$ cat src/rtl/sodor5_commit_checker_pkg.sv
// Shared types and constants for the sodor5 lockstep commit checker.
package sodor5_verif_pkg;

   localparam int unsigned NUM_REGS  = 32;
   localparam int unsigned WORD_SIZE = 32;
   localparam int unsigned RD_W      = 5;

   localparam logic [RD_W-1:0] X0 = 5'd0;

   typedef struct packed {
      logic [RD_W-1:0]      rd;
      logic [WORD_SIZE-1:0] data;
   } commit_entry_t;

endpackage

$ cat src/rtl/sodor5_commit_fifo.sv
// Synchronous FIFO of commit entries; a push into a full FIFO lands only if the head pops that cycle.
module sodor5_commit_fifo
   import sodor5_verif_pkg::*;
#(
   parameter int unsigned DEPTH = 8
) (
   input  logic          clk,
   input  logic          reset,
   input  logic          push,
   input  commit_entry_t push_entry,
   input  logic          pop,
   output logic          full,
   output logic          empty,
   output commit_entry_t head
);
   localparam int unsigned AW = $clog2(DEPTH);
   localparam int unsigned PW = AW + 1;

   logic [PW-1:0] wptr;
   logic [PW-1:0] rptr;
   commit_entry_t mem [DEPTH];
   logic          do_pop;
   logic          do_push;

   assign empty   = (wptr == rptr);
   assign full    = (wptr[AW] != rptr[AW]) && (wptr[AW-1:0] == rptr[AW-1:0]);
   assign do_pop  = pop && !empty;
   assign do_push = push && (!full || do_pop);
   assign head    = mem[rptr[AW-1:0]];

   always_ff @(posedge clk) begin
      if (reset) begin
         wptr <= '0;
         rptr <= '0;
      end else begin
         if (do_push) wptr <= wptr + PW'(1);
         if (do_pop)  rptr <= rptr + PW'(1);
      end
   end

   // Storage carries no reset; occupancy is defined purely by the pointers.
   always_ff @(posedge clk) begin
      if (do_push) mem[wptr[AW-1:0]] <= push_entry;
   end

endmodule

$ cat config.mk
export PLATFORM = sky130hd
export DESIGN_NAME = sodor5_commit_fifo
export DESIGN_NICKNAME = d
export VERILOG_FILES = /design/src/rtl/sodor5_commit_checker_pkg.sv /design/src/rtl/sodor5_commit_fifo.sv
export SDC_FILE = /design/constraint.sdc
export NUM_CORES = 1
export LEC_CHECK = 0
export CAP_MARGIN = 20
export CORE_ASPECT_RATIO = 0.7
export CORE_MARGIN = 1
export CORE_UTILIZATION = 34
export DETAILED_ROUTE_END_ITERATION = 16
export GPL_TIMING_DRIVEN = 0
export PLACE_DENSITY = 0.63
export RECOVER_POWER = 50
export SYNTH_ARGS = -nofsm -noshare
export SYNTH_HDL_FRONTEND = slang
export SYNTH_SLANG_ARGS = --single-unit
$ cat constraint.sdc
create_clock -name clk -period 5.4 [get_ports clk]
set_input_delay 1.08 -clock clk [delete_from_list [all_inputs] [get_ports clk]]
set_output_delay 1.08 -clock clk [all_outputs]
set_load 0.01 [all_outputs]
=== After elaboration in Yosys (flattened, before gate mapping) ===
Memory sizes are Yosys's and may differ from the RTL's. A register that Yosys moved wholly into a read port is not among the register bits.
Cells that the tools add are included.

* Memory bits (writable): 296
* Bits in read-only memories: 0
* Register bits after elaboration: 8
* Output and inout port bits: 39
* Logic and storage cells: 18
* Memories kept: 1
* Input port bits: 41
* Bits in latches: 0

* Equality and inequality tests: 3
* Bitwise logic cells: 0
* Reductions and logical operators: 6
* Add/subtract/negate cells: 2
* Multiply operators: 0
* Shifts and indexed selects: 0
* Div/mod/pow operators: 0
* Magnitude comparators: 0
* Mux-type cells: 4

{| class="wikitable"
|+ Memories
! name !! words !! bits a word !! read ports !! clocked after memory_dff !! wr ports !! RTL line !! text
|-
| mem || 8 || 37 || 1 || 1 || 1 || sodor5_commit_fifo.sv:21 || <nowiki>commit_entry_t mem [DEPTH];</nowiki>
|}

{| class="wikitable"
|+ Operators with widths
! cell !! count
|-
| $add 4x1->4 const B || 2
|-
| $mux 3 || 2
|-
| $eq 4x4->1 || 1
|-
| $eq 3x3->1 || 1
|-
| $logic_and 1x1->1 || 3
|-
| $logic_not 1->1 || 2
|-
| $mux 1 || 2
|-
| $logic_or 1x1->1 || 1
|-
| $ne 1x1->1 || 1
|}

=== Depth between registers and ports, before layout ===
* Depth after elaboration: 7
* Depth in mapped cells: 6
* Depth with buffers taken out: 5

=== Worst setup path before layout ===
No wires, ideal clock.

* Path kind: input port to flip-flop
* Start point: input pop
* End point: memory mem[0][0] in the netlist's numbering (enable)
* Stages on the path: 2
* Path slack: 0.099 ns
* Required time: 4.876 ns
* Library setup time: 0.524 ns
* Arrival: 4.777 ns
* Path buffers: 0
* Cells stage by stage: o21ai_0 > nor4_1

* Cells in the longest elaborated chain, start to end: 5

{| class="wikitable"
|+ RTL lines
! element !! RTL line !! text
|-
| from (decl) || sodor5_commit_fifo.sv:11 || <nowiki>input logic pop,</nowiki>
|-
| $logic_and 1x1->1 || sodor5_commit_fifo.sv:27 || <nowiki>assign do_pop = pop && !empty;</nowiki>
|-
| $logic_or 1x1->1 || sodor5_commit_fifo.sv:28 || <nowiki>assign do_push = push && (!full || do_pop);</nowiki>
|-
| $logic_and 1x1->1 || sodor5_commit_fifo.sv:28 ||
|-
| $mux 1 || sodor5_commit_fifo.sv:43 || <nowiki>if (do_push) mem[wptr[AW-1:0]] <= push_entry;</nowiki>
|-
| $mux 1 (not written as such) || sodor5_commit_fifo.sv:43 ||
|-
| to (decl) || sodor5_commit_fifo.sv:21 ||
|}

Every way passes these cells.

==> impl_metrics.ini <==
[outcome]
status = finished, violations left
violations = capacitance limit, slew limit

[final_layout]
n_fill_cell = 2837
nets = 681
drive_gt1_share_pct = 30.3
fin_cells = 1129
area_growth_pct = 23.1
fin_util_pct = 42.8

[clock_tree]
insertion_delay_ps = 540
clock-root-buffer = clkbuf_16
cts_hold_buf = 0
clkTransAtPathRegs_ps = 60
h-tree-depth = 1
cts_tree = done
cts.sinks = 307
post-cts-setup-buffers = 0
numCtsBuffers = 28
post_cts_resized = 0
cts_buffer_depth = 3

[yosys]
yosys.area.top_type = edfxtp_1
synth_top_family_by_area = multiplexers
synth_edf_count = 296
synth_cells = 498
synth_area_leaders = edfxtp_1 76%, mux4_2 14%, mux2_2 3.8%, dfxtp_1 1.9%, buf_6 0.58%
yosysTopAreaCellShare_pct = 75.9
synth_nets = 541
syn-cell-area_um2 = 11700
synth_xor_area_share_pct = 0.449
async_reset_ff_share_pct = 0
ys_seq_area_share_pct = 77.8
yosysWarnings = 0
synth_compound_area_share_pct = 0.727
ys_types = 33
synthFlopType = edfxtp_1
syn_area_per_cell_um2 = 23.5
synth-simple-area-share_pct = 1.23
synthMuxAreaShare_pct = 18.2
synth_fa_ha_area_share_pct = 0.214
ys_seq_elements = 307

[sta]
setup_tns_ps = 0
slew_viol_final = 38
worstMarginPinSlew_ps = 1540
slew_headroom_pct = -2.64
fin_crit_ps = 4130
max_freq_mhz = 242
period_share_pct = 76.6
final_hold_viol_count = 0
finalSetupViolCount = 0
rsz0062_at_grt = no
skew_ps = 14.4

[die]
rows = 56
die_h_um = 157
die-area_um2 = 35200
pin_count = 80
initial_core_util_pct = 34.7
die_w_um = 224
fp.coreArea_um2 = 33700

[route]
first_pass_iters = 7
drt.antenna.violating_nets = 0
dr.first_iter.drc_count = 408
wl_per_cell_um = 22.0
vias_per_cell = 4.80
vias = 5421
drt-total-wl_mm = 24.8
remaining_drc_errors = 0

[placed_design]
dpl.cell_count = 1072
gp_congestion = 0.712
hpwl_mm = 16.4
port_buffers = 79

[worst_hold_path]
holdPathStages = 2
hp-class = reg -> reg
holdPathEnd = rptr[3]
hold_start = rptr[3]

[flow_run]
cap_violations = 2

[worst_setup_path]
rr_startpoint = wptr[1]
arrival_ps = 3050
regToRegSetupSlack_ps = 2420
critPathCaptureType = output pin
cp_slowest_cell = clkbuf_1
slowest_delay_ps = 700
r2r-end = mem[0][22]
crit_fanout = 10
crit_type = reg -> out
cp-start-kind = flop
path_cells = clkbuf_1 > clkbuf_1 > mux2_2 > clkdlybuf4s50_1
r2r_cells = 11
crit_top_cell = clkbuf_1
cp.required_ps = 4320

[global_routing]
grt_max_degree = 22
grt_antenna_before_repair = 4
track_usage_pct = 14.5
grt_first_pass_wirelength_mm = 37.0
grt_pass1_vias = 5849
grt-ovfl-total = 0

[pwr]
ir_drop_mv = 0.281
power_density_nw_per_um2 = 384
p_leak_nw = 4.48
cells by family after synthesis:
group / count (synthesis)
xor+xnor: 6
simple gates: 28
compound gates: 12
mux: 115
fa+ha+maj: 2
flops: 307
buf+inv: 28
worst max path at each step:
stage / from / endpoint / slack, ps / depth (start not counted)
detailed placement: push / mem[1][20] / 1590 / 6
CTS: flop / head[12] / 1240 / 4
finish: flop / head[28] / 1270 / 4
floorplan: pop / mem[0][0] / 100 / 2
global route: flop / head[28] / 1140 / 4
global placement: push / mem[0][20] / -4450 / 3
worst max-delay path, delay by kind of cell, from the launching register on:
kind,cells,cell delay [ps]
DFF,1,310
muxes,1,460
buffers and inverters,3,1750
sequential cells by signal (all words and copies together), names as in the netlist, named ones only:
signal	count
mem	296
rptr	4
wptr	4
layer usage:
metal  track usage (%)  part of all wire, %  up-vias
met1              19.9                   45     2883
met4              2.71                  1.4        2
met2              24.1                   48      117
met3              2.84                  5.2       32
li1                  -                    -     2387
met5                 0                0.068        -
power breakdown:
| part | internal, mW | switching, mW | total, mW |
|---|---|---|---|
| clock | 1.17 | 0.815 | 1.98 |
| sequential | 2.67 | 0.0182 | 2.69 |
| combinational | 0.481 | 0.382 | 0.863 |
| total | 4.32 | 1.22 | 5.54 |
metrics by stage:
stage / setup WS, ps / hold slack, ps / cell area (um^2) / power [mW]
after detailed placement: 1590 / 521 / 13500 / 3.63
final: 1270 / 533 / 14400 / 5.54
after global routing: 1140 / 545 / 14400 / 5.75
after global placement: -4450 / 513 / 13100 / 3.60
after CTS: 1240 / 533 / 14400 / 5.61
after floorplan: 99.4 / 494 / 11700 / 3.26
area by class of cell:
cell class | instances | area (um^2) | area share, %
diodes | 5 | 12.5 | 0.0868
plain buffers | 24 | 150 | 1.04
clock buffers | 35 | 748 | 5.19
clock inverters | 17 | 178 | 1.23
inverters | 4 | 15.0 | 0.104
multi-input cells | 163 | 2470 | 17.1
flip-flops and latches | 307 | 9110 | 63.2
well taps | 464 | 581 | 4.03
repair buffers | 110 | 1150 | 7.99
cell usage in the layout (no fill, tap or decap), types with 2 or more instances in the layout:
cell / count
buf_1: 6
buf_8: 2
nor2_1: 7
mux2_2: 39
dlygate4sd3_1: 40
clkinv_2: 4
inv_1: 3
clkinv_1: 8
nor3_2: 3
mux4_2: 74
mux2i_1: 2
xor2_1: 2
bufinv_16: 4
buf_4: 9
nand2b_1: 3
nand3_1: 2
nand4_1: 2
buf_16: 2
buf_2: 3
nor2b_1: 2
dfxtp_1: 11
nand2_1: 3
clkdlybuf4s50_1: 39
clkbuf_16: 29
clkbuf_1: 14
a21oi_1: 2
diode_2: 5
o21ai_0: 4
ha_1: 2
or3_1: 2
buf_6: 24
edfxtp_1: 296
xnor2_1: 4
cells in the mapped netlist (2+ instances only):
master    number
mux4_2        74
nor2_1         8
dfxtp_1       11
mux2i_1        2
inv_1          3
o21ai_0        4
nor3_1         4
clkbuf_1       6
nor2b_1        2
nand3_1        2
or3_1          2
xor2_1         2
buf_6          6
xnor2_1        4
buf_1          6
a21oi_1        2
nand2_1        3
ha_1           2
mux2_2        39
buf_4          3
edfxtp_1     296
nand4_1        2
buf_2          3
nand2b_1       3
No activity file was read; power rests on OpenSTA's default activity.
==> edit (same flow settings) <==
Set the parameter `DEPTH` to 4 (it was 8).
--- a/src/rtl/sodor5_commit_fifo.sv
+++ b/src/rtl/sodor5_commit_fifo.sv
@@ -3,5 +3,5 @@
    import sodor5_verif_pkg::*;
 #(
-   parameter int unsigned DEPTH = 8
+   parameter int unsigned DEPTH = 4
 ) (
    input  logic          clk,
Formal check against the unedited RTL: not equivalent (a bounded check fails within 10 cycles, from zero or initial values and one cycle with reset high).
==> edit against the original RTL <==
The flow still finishes with violations (max-capacitance violations, max-slew violations); combinational power down 35%; fmax up 4.6%; sequential share of layout area down 3.0 points; routed wire length down 58%; area after synthesis down 50%; final area down 47%; worst setup slack better by 0.18 ns; sequential cell count down 151; total power down 42%; critical endpoint is now wptr[2]; largest cell class unchanged.
==> edit: results (changes against the original RTL) <==
.. list-table::
   :header-rows: 1

   * - Metric
     - Value
   * - Distinct cells, synth
     - 26 (-21%)
   * - FF-to-FF setup slack
     - 2.04 ns (-0.38 ns)
   * - Post-route non-filler standard cell count
     - 591 (-48%)
   * - Routability congestion estimate
     - 0.688 (-3.3%)
   * - Maximum single-stage delay on the critical path
     - 1.93 ns (+1.23 ns)
   * - Number of global-route vias before repair
     - 2939 (-50%)
   * - H-tree levels
     - 4 (+3)
   * - WP data arrival
     - 4.25 ns (+1.20 ns)
   * - Multiplexer share of the synthesized area
     - 0.154 (-0.0280)
   * - Overall Global Routing Usage
     - 0.126 (-0.0190)
   * - Top delay family on crit path
     - compound AO/OA/AOI/OAI gates
   * - Detailed-route via count
     - 2732 (-50%)
   * - Worst IR drop on VDD
     - 0.000209 V (-26%)
   * - Placed cell count
     - 556 (-48%)
   * - Max-slew violation total from the final report
     - 20 (-47%)
   * - HPWL after DPL
     - 6.60 mm (-60%)
   * - Max FFs per register
     - 148 (-50%)
   * - Run status
     - finished, violations left
   * - Failing checks
     - max-capacitance violations, max-slew violations
   * - Worst-case clock skew
     - 0.00658 ns (-0.00777 ns)
   * - Synth Net Count
     - 294 (-46%)
   * - Maximum clock path buffer count
     - 2 (-1)
   * - Worst skew pair latency
     - 0.41 ns (-0.13 ns)
   * - Sequential fraction of the synthesis area
     - 0.784 (+0.00587)
   * - Number of max-cap violations
     - 1 (-1)
   * - First DRT Iteration DRCs
     - 145 (-64%)
edit: layer usage:
metal  wire [um]  global-route usage  up-vias
li1            -                   -     1244
met1        4750               0.168     1393
met2        4750               0.189       80
met3         727              0.0436       15
met4         121              0.0500        0
met5           0                   0        -
edit: report_power, final:
group	switching [mW]	total, mW	internal [mW]
Clock	0.479	1.21	0.735
Combinational	0.246	0.563	0.317
Sequential	0.0192	1.42	1.40
Total	0.744	3.19	2.45
edit: worst paths after layout:
check | startpoint | to | cells past startpoint
worst max-delay path | pop | wptr[2] | 5
worst min-delay path | rptr[1] | rptr[1] | 2
worst max register to register | wptr[0] | wptr[2] | 4
worst min register to register | rptr[1] | rptr[1] | 2
edit: through the flow:
step	util	setup slack [ns]
floorplan	-	2.60
global placement	0.419	1.22
detailed placement	0.425	2.19
CTS	0.462	1.72
global route	0.461	1.14
finish	0.461	1.45
edit: area by class of cell:
class	instances	share of cell area
clock buffers	17	0.0556
inverters	5	0.00245
repair buffers	83	0.116
diodes	3	0.000981
multi-input cells	78	0.156
clock inverters	15	0.0242
flip-flops and latches	156	0.602
well taps	225	0.0368
plain buffers	9	0.00654
edit: cells by family after synthesis:
logic type,Yosys count
flops,156
mux,43
simple gates,21
buf+inv,14
compound gates,5
fa+ha+maj,5
xor+xnor,4
edit: worst reg2reg max path: cells and delay by family, from the launching register on:
kind / cells / cell delay, ns
buffers and inverters: 1 / 0.23
multiplexers: 1 / 0.33
AO/OA/AOI/OAI: 1 / 2.06
XOR/XNOR: 1 / 0.17
flip-flops: 1 / 0.46
